`src/rtl/reg_bridge.sv`:
```
// reg_bridge: MCU-side register bridge.
// Parses byte frames from the MCU serial link, queues register writes in a small
// FIFO, issues them to the mapper domain over a toggle handshake (each write held
// for HOLD_CYCLES), and streams a status_reg snapshot back on tx_data.
// Optional feature: define REG_BRIDGE_READBACK_EN to add a 16x12 shadow array of
// issued writes and the READ_SHADOW command (op 0x3).
module reg_bridge #(
    parameter int FIFO_DEPTH  = 4,    // power of two, >= 2
    parameter int HOLD_CYCLES = 256   // clk cycles each issued write is held
) (
    input  logic        clk,
    input  logic        rst_n,
    input  logic        frame_start,
    input  logic        rx_valid,
    input  logic [7:0]  rx_data,
    input  logic        tx_next,
    output logic [7:0]  tx_data,
    output logic [11:0] wr_reg,
    output logic [3:0]  wr_reg_addr,
    output logic        wr_reg_changed,
    input  logic [31:0] status_reg,
    output logic        overflow,
    output logic        busy
);

    localparam int PW = $clog2(FIFO_DEPTH);
    localparam int CW = $clog2(FIFO_DEPTH + 1);
    localparam int HW = $clog2(HOLD_CYCLES + 1);

    localparam logic [3:0] OP_WRITE       = 4'h1;
    localparam logic [3:0] OP_READ_STATUS = 4'h2;
`ifdef REG_BRIDGE_READBACK_EN
    localparam logic [3:0] OP_READ_SHADOW = 4'h3;
`endif

    typedef enum logic [2:0] {
        P_CMD,
        P_WR_HI,
        P_WR_LO,
        P_RD,
        P_DISCARD
    } pstate_e;

    typedef enum logic {
        I_IDLE,
        I_HOLD
    } istate_e;

    // Parser state
    pstate_e     pstate_q, pstate_d;
    logic [3:0]  addr_q, addr_d;
    logic [3:0]  hi_q, hi_d;
    logic [31:0] shift_q, shift_d;     // bytes still to be presented, MSB first
    logic [7:0]  tx_q, tx_d;
    logic        push;
    logic [15:0] push_data;

    // Write FIFO
    logic [15:0]   mem_q [FIFO_DEPTH];
    logic [PW-1:0] wptr_q, wptr_d;
    logic [PW-1:0] rptr_q, rptr_d;
    logic [CW-1:0] count_q, count_d;
    logic          full, empty, pop, push_ok;
    logic [15:0]   head;

    // Issue side
    istate_e       istate_q, istate_d;
    logic [HW-1:0] hold_q, hold_d;
    logic [11:0]   wr_reg_q, wr_reg_d;
    logic [3:0]    wr_addr_q, wr_addr_d;
    logic          tog_q, tog_d;
    logic          ovf_q, ovf_d;

`ifdef REG_BRIDGE_READBACK_EN
    logic [11:0] shadow_q [16];

    // Shadow copy of every issued write, readable through READ_SHADOW.
    always_ff @(posedge clk or negedge rst_n) begin
        if (!rst_n) begin
            for (int i = 0; i < 16; i++) shadow_q[i] <= '0;
        end else if (pop) begin
            shadow_q[head[15:12]] <= head[11:0];
        end
    end
`endif

    // Frame parser: command decode, write assembly and read-byte sequencing.
    always_comb begin
        // NOTE: every variable gets a default first so no path leaves it unassigned,
        // which would otherwise infer a latch.
        pstate_d = pstate_q;
        addr_d   = addr_q;
        hi_d     = hi_q;
        shift_d  = shift_q;
        tx_d     = tx_q;
        push     = 1'b0;
        if (frame_start) begin
            // A new frame abandons any partial write and any read in progress.
            pstate_d = P_CMD;
            tx_d     = 8'h00;
        end else begin
            case (pstate_q)
                P_CMD: begin
                    if (rx_valid) begin
                        case (rx_data[7:4])
                            OP_WRITE: begin
                                addr_d   = rx_data[3:0];
                                pstate_d = P_WR_HI;
                            end
                            OP_READ_STATUS: begin
                                tx_d     = status_reg[31:24];
                                shift_d  = {status_reg[23:0], 8'h00};
                                pstate_d = P_RD;
                            end
`ifdef REG_BRIDGE_READBACK_EN
                            OP_READ_SHADOW: begin
                                tx_d     = {4'h0, shadow_q[rx_data[3:0]][11:8]};
                                shift_d  = {shadow_q[rx_data[3:0]][7:0], 24'h000000};
                                pstate_d = P_RD;
                            end
`endif
                            default: pstate_d = P_DISCARD;
                        endcase
                    end
                end
                P_WR_HI: begin
                    if (rx_valid) begin
                        hi_d     = rx_data[3:0];
                        pstate_d = P_WR_LO;
                    end
                end
                P_WR_LO: begin
                    if (rx_valid) begin
                        push     = 1'b1;
                        pstate_d = P_CMD;
                    end
                end
                P_RD: begin
                    // Once the snapshot is exhausted the shifter supplies zeros.
                    if (tx_next) begin
                        tx_d    = shift_q[31:24];
                        shift_d = {shift_q[23:0], 8'h00};
                    end
                end
                default: ;  // P_DISCARD: wait for the next frame_start
            endcase
        end
    end

    assign push_data = {addr_q, hi_q, rx_data};

    // FIFO bookkeeping: a push on a full FIFO only succeeds if a pop frees a slot.
    assign full    = (count_q == CW'(FIFO_DEPTH));
    assign empty   = (count_q == '0);
    assign pop     = (istate_q == I_IDLE) && !empty;
    assign push_ok = push && (!full || pop);
    assign head    = mem_q[rptr_q];

    // Pointer, occupancy and sticky overflow next-state.
    always_comb begin
        wptr_d  = wptr_q;
        rptr_d  = rptr_q;
        count_d = count_q;
        ovf_d   = ovf_q;
        if (push_ok) wptr_d = wptr_q + 1'b1;
        if (pop)     rptr_d = rptr_q + 1'b1;
        if (push_ok && !pop)      count_d = count_q + 1'b1;
        else if (!push_ok && pop) count_d = count_q - 1'b1;
        if (push && !push_ok)     ovf_d = 1'b1;
    end

    // FIFO storage.
    // NOTE: the data array carries no reset; occupancy is tracked by the pointers,
    // so stale contents are never observed and the array can map to plain RAM.
    always_ff @(posedge clk) begin
        if (push_ok) mem_q[wptr_q] <= push_data;
    end

    // Issue FSM: pop, present and toggle, then hold for HOLD_CYCLES.
    always_comb begin
        istate_d  = istate_q;
        hold_d    = hold_q;
        wr_reg_d  = wr_reg_q;
        wr_addr_d = wr_addr_q;
        tog_d     = tog_q;
        case (istate_q)
            I_IDLE: begin
                if (!empty) begin
                    wr_reg_d  = head[11:0];
                    wr_addr_d = head[15:12];
                    tog_d     = ~tog_q;
                    hold_d    = HW'(HOLD_CYCLES - 1);
                    istate_d  = I_HOLD;
                end
            end
            default: begin
                if (hold_q == '0) istate_d = I_IDLE;
                else              hold_d   = hold_q - 1'b1;
            end
        endcase
    end

    // State registers for parser, FIFO pointers and issue side.
    always_ff @(posedge clk or negedge rst_n) begin
        if (!rst_n) begin
            pstate_q  <= P_CMD;
            addr_q    <= '0;
            hi_q      <= '0;
            shift_q   <= '0;
            tx_q      <= '0;
            wptr_q    <= '0;
            rptr_q    <= '0;
            count_q   <= '0;
            ovf_q     <= 1'b0;
            istate_q  <= I_IDLE;
            hold_q    <= '0;
            wr_reg_q  <= '0;
            wr_addr_q <= '0;
            tog_q     <= 1'b0;
        end else begin
            // NOTE: non-blocking assignments so every register samples the
            // pre-edge values, independent of statement order.
            pstate_q  <= pstate_d;
            addr_q    <= addr_d;
            hi_q      <= hi_d;
            shift_q   <= shift_d;
            tx_q      <= tx_d;
            wptr_q    <= wptr_d;
            rptr_q    <= rptr_d;
            count_q   <= count_d;
            ovf_q     <= ovf_d;
            istate_q  <= istate_d;
            hold_q    <= hold_d;
            wr_reg_q  <= wr_reg_d;
            wr_addr_q <= wr_addr_d;
            tog_q     <= tog_d;
        end
    end

    assign tx_data        = tx_q;
    assign wr_reg         = wr_reg_q;
    assign wr_reg_addr    = wr_addr_q;
    assign wr_reg_changed = tog_q;
    assign overflow       = ovf_q;
    assign busy           = !empty || (istate_q == I_HOLD);

endmodule

```
`config.mk`:
```
export PLATFORM = sky130hd
export DESIGN_NAME = reg_bridge
export DESIGN_NICKNAME = d
export VERILOG_FILES = /design/src/rtl/reg_bridge.sv
export SDC_FILE = /design/constraint.sdc
export NUM_CORES = 1
export LEC_CHECK = 0
export ABC_AREA = 1
export BUFFER_PORTS_ARGS = -buffer_cell sky130_fd_sc_hd__buf_2
export CORE_MARGIN = 3
export CORE_UTILIZATION = 56
export CTS_BUF_LIST = sky130_fd_sc_hd__clkbuf_16
export CTS_CLUSTER_DIAMETER = 150
export DETAILED_ROUTE_END_ITERATION = 10
export PLACE_DENSITY = 0.75
export SYNTH_ARGS = -nofsm -noshare
export SYNTH_HDL_FRONTEND = slang
export SYNTH_SLANG_ARGS = --single-unit
```
`constraint.sdc`:
```
create_clock -name clk -period 4.7 [get_ports clk]
set_input_delay 0.47 -clock clk [delete_from_list [all_inputs] [get_ports clk]]
set_output_delay 0.47 -clock clk [all_outputs]
set_load 0.01 [all_outputs]
```
==> results.yml <==
critical_path:
  reg2regPathDepth: 5
  worstPathRequired_ns: 5.00
  crit_fanout: 33
  r2r-start: "pstate_q[1]"
  arrival_ns: 2.74
  start_kind: "flop"
  worst_r2r_endpoint: "shift_q[29]"
  r2r_slack_ns: 2.26
  cp-end-kind: "flop"
  worstSetupPathType: "flop to flop"
power:
  p_seq_share_pct: 48.9
  combPwrFrac_pct: 6.8
  p_int_uw: 2360
  ir_drop_v: 0.000274
  clock_power_share_pct: 44.3
  power.density_nw_per_um2: 414
  p_leak_uw: 0.00341
  switching_share_pct: 22.4
  p_sw_uw: 681
timing:
  min_period_ns: 2.44
  clock_skew_ns: 0.00522
  tns_ns: 0
  rsz0062_at_grt: "no"
  worst_slack_ns: 2.26
  max_freq_mhz: 409
  post-route-period-util_pct: 52.0
  slew_headroom_pct: 30.9
  slew_violations: 0
  hold_violations: 0
  worstMarginPinSlew_ns: 1.04
  finalSetupViolCount: 0
worst_hold_path:
  hold_path_class: "input pin to async pin"
floorplanning:
  die_h_um: 112
  die_w_um: 112
  core_um2: 10900
  die_area_um2: 12700
  start_util_pct: 58.1
  ios: 72
  rows: 38
logic_synthesis:
  yosysUniqueCellTypes: 29
  synth_ff_type: "dfrtp_1"
  synth_top_area_cell: "dfrtp_1"
  synth-seq-cells: 142
  synth_edf_count: 64
  synth_common_cells: "nand2_1, nor2_1, dfrtp_1, edfxtp_1, o21ai_0"
  synth_area_leaders: "dfrtp_1, edfxtp_1, nand2_1, nor2_1, o21ai_0"
  yosysWarnings: 0
  avgSynthCellArea_um2: 9.24
  netlist_instances: 687
  synth_top_area_share_pct: 30.7
  seq_area_frac_synth_pct: 61.0
  synthArstFlopShare_pct: 54.9
  yosysMostFrequentCell: "nand2_1"
  syn_nets: 739
  synth_area_um2: 6350
detailed_routing:
  wl_per_cell_um: 14.9
  drtAntennaViolNets: 0
  vias_per_cell: 5.38
  firstDrtPassIters: 5
  drc: 0
  wirelength_mm: 13.5
  drtIter0Drc: 385
  route.vias.total: 4860
final_layout:
  n_fill_cell: 865
  areaGrowthSynthToFinish_pct: 15.7
  layout-drive-gt1-share_pct: 15.2
  ff_latch_area_um2: 3870
  diodes: 0
  multiInputGateArea_um2: 2130
  largest_reg_flops: 64
  nNetsFinal: 802
global_routing:
  grt_use_met3_pct: 4.96
  grt_pass1_wl_mm: 22.9
  antenna_found_initial: 1
  grt_use_total_pct: 22.7
  grt_pass1_vias: 4862
  grt_util_met2_pct: 39.7
  grt_overflow_total: 0
  grt_use_met1_pct: 28.0
  grt_max_degree: 79
  busiest_layer: "met2"
placement:
  port_buffers: 71
  place_ws_ns: 2.04
  dp_hpwl_mm: 8.34
  gp_congestion: 0.764
cts:
  cts_root_buf: "clkbuf_16"
  clock-sinks: 142
  clk_latency_ns: 0.41
  cts-buffers-inserted: 17
  cts_resized: 0
  h-tree-depth: 4
  cts_tree: "yes"
  postCtsHoldBufs: 0
  clk_pin_slew_worst_paths_ns: 0.06
  post_cts_buffers: 0
  clock_path_buffers: 2
flow_run:
  cap_violations: 0
status:
  status: "completed"
[per-layer routing]
metal	up-vias	wire length (µm)
met5	-	7
met4	2	185
met3	20	591
met2	122	7040
met1	2327	5630
li1	2389	-
[area by class of cell]
class                      count  area share [%]
tap                          140            2.38
clock inverter                15            2.25
clock buffer                  17            5.79
multi-input combinational    465            29.0
timing repair buffer          77            5.48
sequential                   142            52.7
inverter                      47            2.40
[layout by cell type (no fill, tap or decap), types with 2 or more instances in the layout]
cell / netlist / layout
buf_4: 1 / 7
buf_2: 23 / 70
clkinv_2: 0 / 3
nand2_1: 202 / 202
xor2_1: 3 / 3
ha_1: 6 / 6
nand2_2: 3 / 3
inv_1: 42 / 48
o21ai_1: 2 / 2
nand3_1: 25 / 25
inv_2: 5 / 5
xnor2_1: 2 / 2
a21oi_1: 3 / 3
nor2_1: 114 / 114
nand4_1: 34 / 34
bufinv_16: 0 / 4
o21ai_0: 44 / 44
clkbuf_16: 0 / 17
nand3_2: 2 / 2
clkinv_1: 0 / 2
a31oi_1: 16 / 16
nor2_4: 2 / 2
dfrtp_1: 78 / 78
edfxtp_1: 64 / 64
[power by group through the flow]
| stage | sequential (µW) | clock (µW) | combinational (µW) |
|---|---|---|---|
| final | 1490 | 1350 | 206 |
| after global routing | 1500 | 1420 | 243 |
| after CTS | 1480 | 1370 | 208 |
| after detailed placement | 1510 | 0 | 206 |
| after global placement | 1500 | 0 | 193 |
| after floorplan | 1490 | 0 | 143 |
[critical path: stages, from the launching register on]
cell,delay [ns]
dfrtp_1,0.53
nand3_2,0.49
nand2_2,0.68
nand3_4,0.39
nand2_1,0.16
nand2_1,0.06
[through the flow]
step | utilization (%) | std cells | power [µW] | hold WS, ns | instance area, µm²
2_1_floorplan | - | 687 | 1630 | 0.174 | 6350
3_3_place_gp | 61.8 | 871 | 1690 | 0.454 | 6760
3_5_place_dp | 61.8 | 871 | 1710 | 0.458 | 6760
4_1_cts | 67.2 | 903 | 3060 | 0.274 | 7350
5_1_grt | 67.2 | 903 | 3160 | 0.296 | 7350
6_report | 67.2 | 903 | 3040 | 0.205 | 7350
[cell families after synthesis]
logic type | Yosys count | synth area share, %
adders and majority gates | 7 | 1.50
AOI/OAI and AO/OA | 67 | 5.68
DFF | 142 | 61.0
xor gates and xnor gates | 5 | 0.690
buffers and inverters | 80 | 5.48
and+or+nand+nor | 385 | 25.5
muxes | 1 | 0.177
[how the worst max path moves through the flow]
stage | start | endpoint | slack (ns) | cells past startpoint
detailed placement | frame_start | count_q[2] | 2.04 | 13
floorplan | frame_start | count_q[2] | 2.61 | 11
global placement | frame_start | count_q[2] | 2.09 | 13
global route | pstate_q[1] | shift_q[14] | 2.00 | 5
CTS | pstate_q[1] | shift_q[29] | 2.26 | 5
finish | pstate_q[1] | shift_q[29] | 2.26 | 5
No activity file was read; power rests on OpenSTA's default activity.
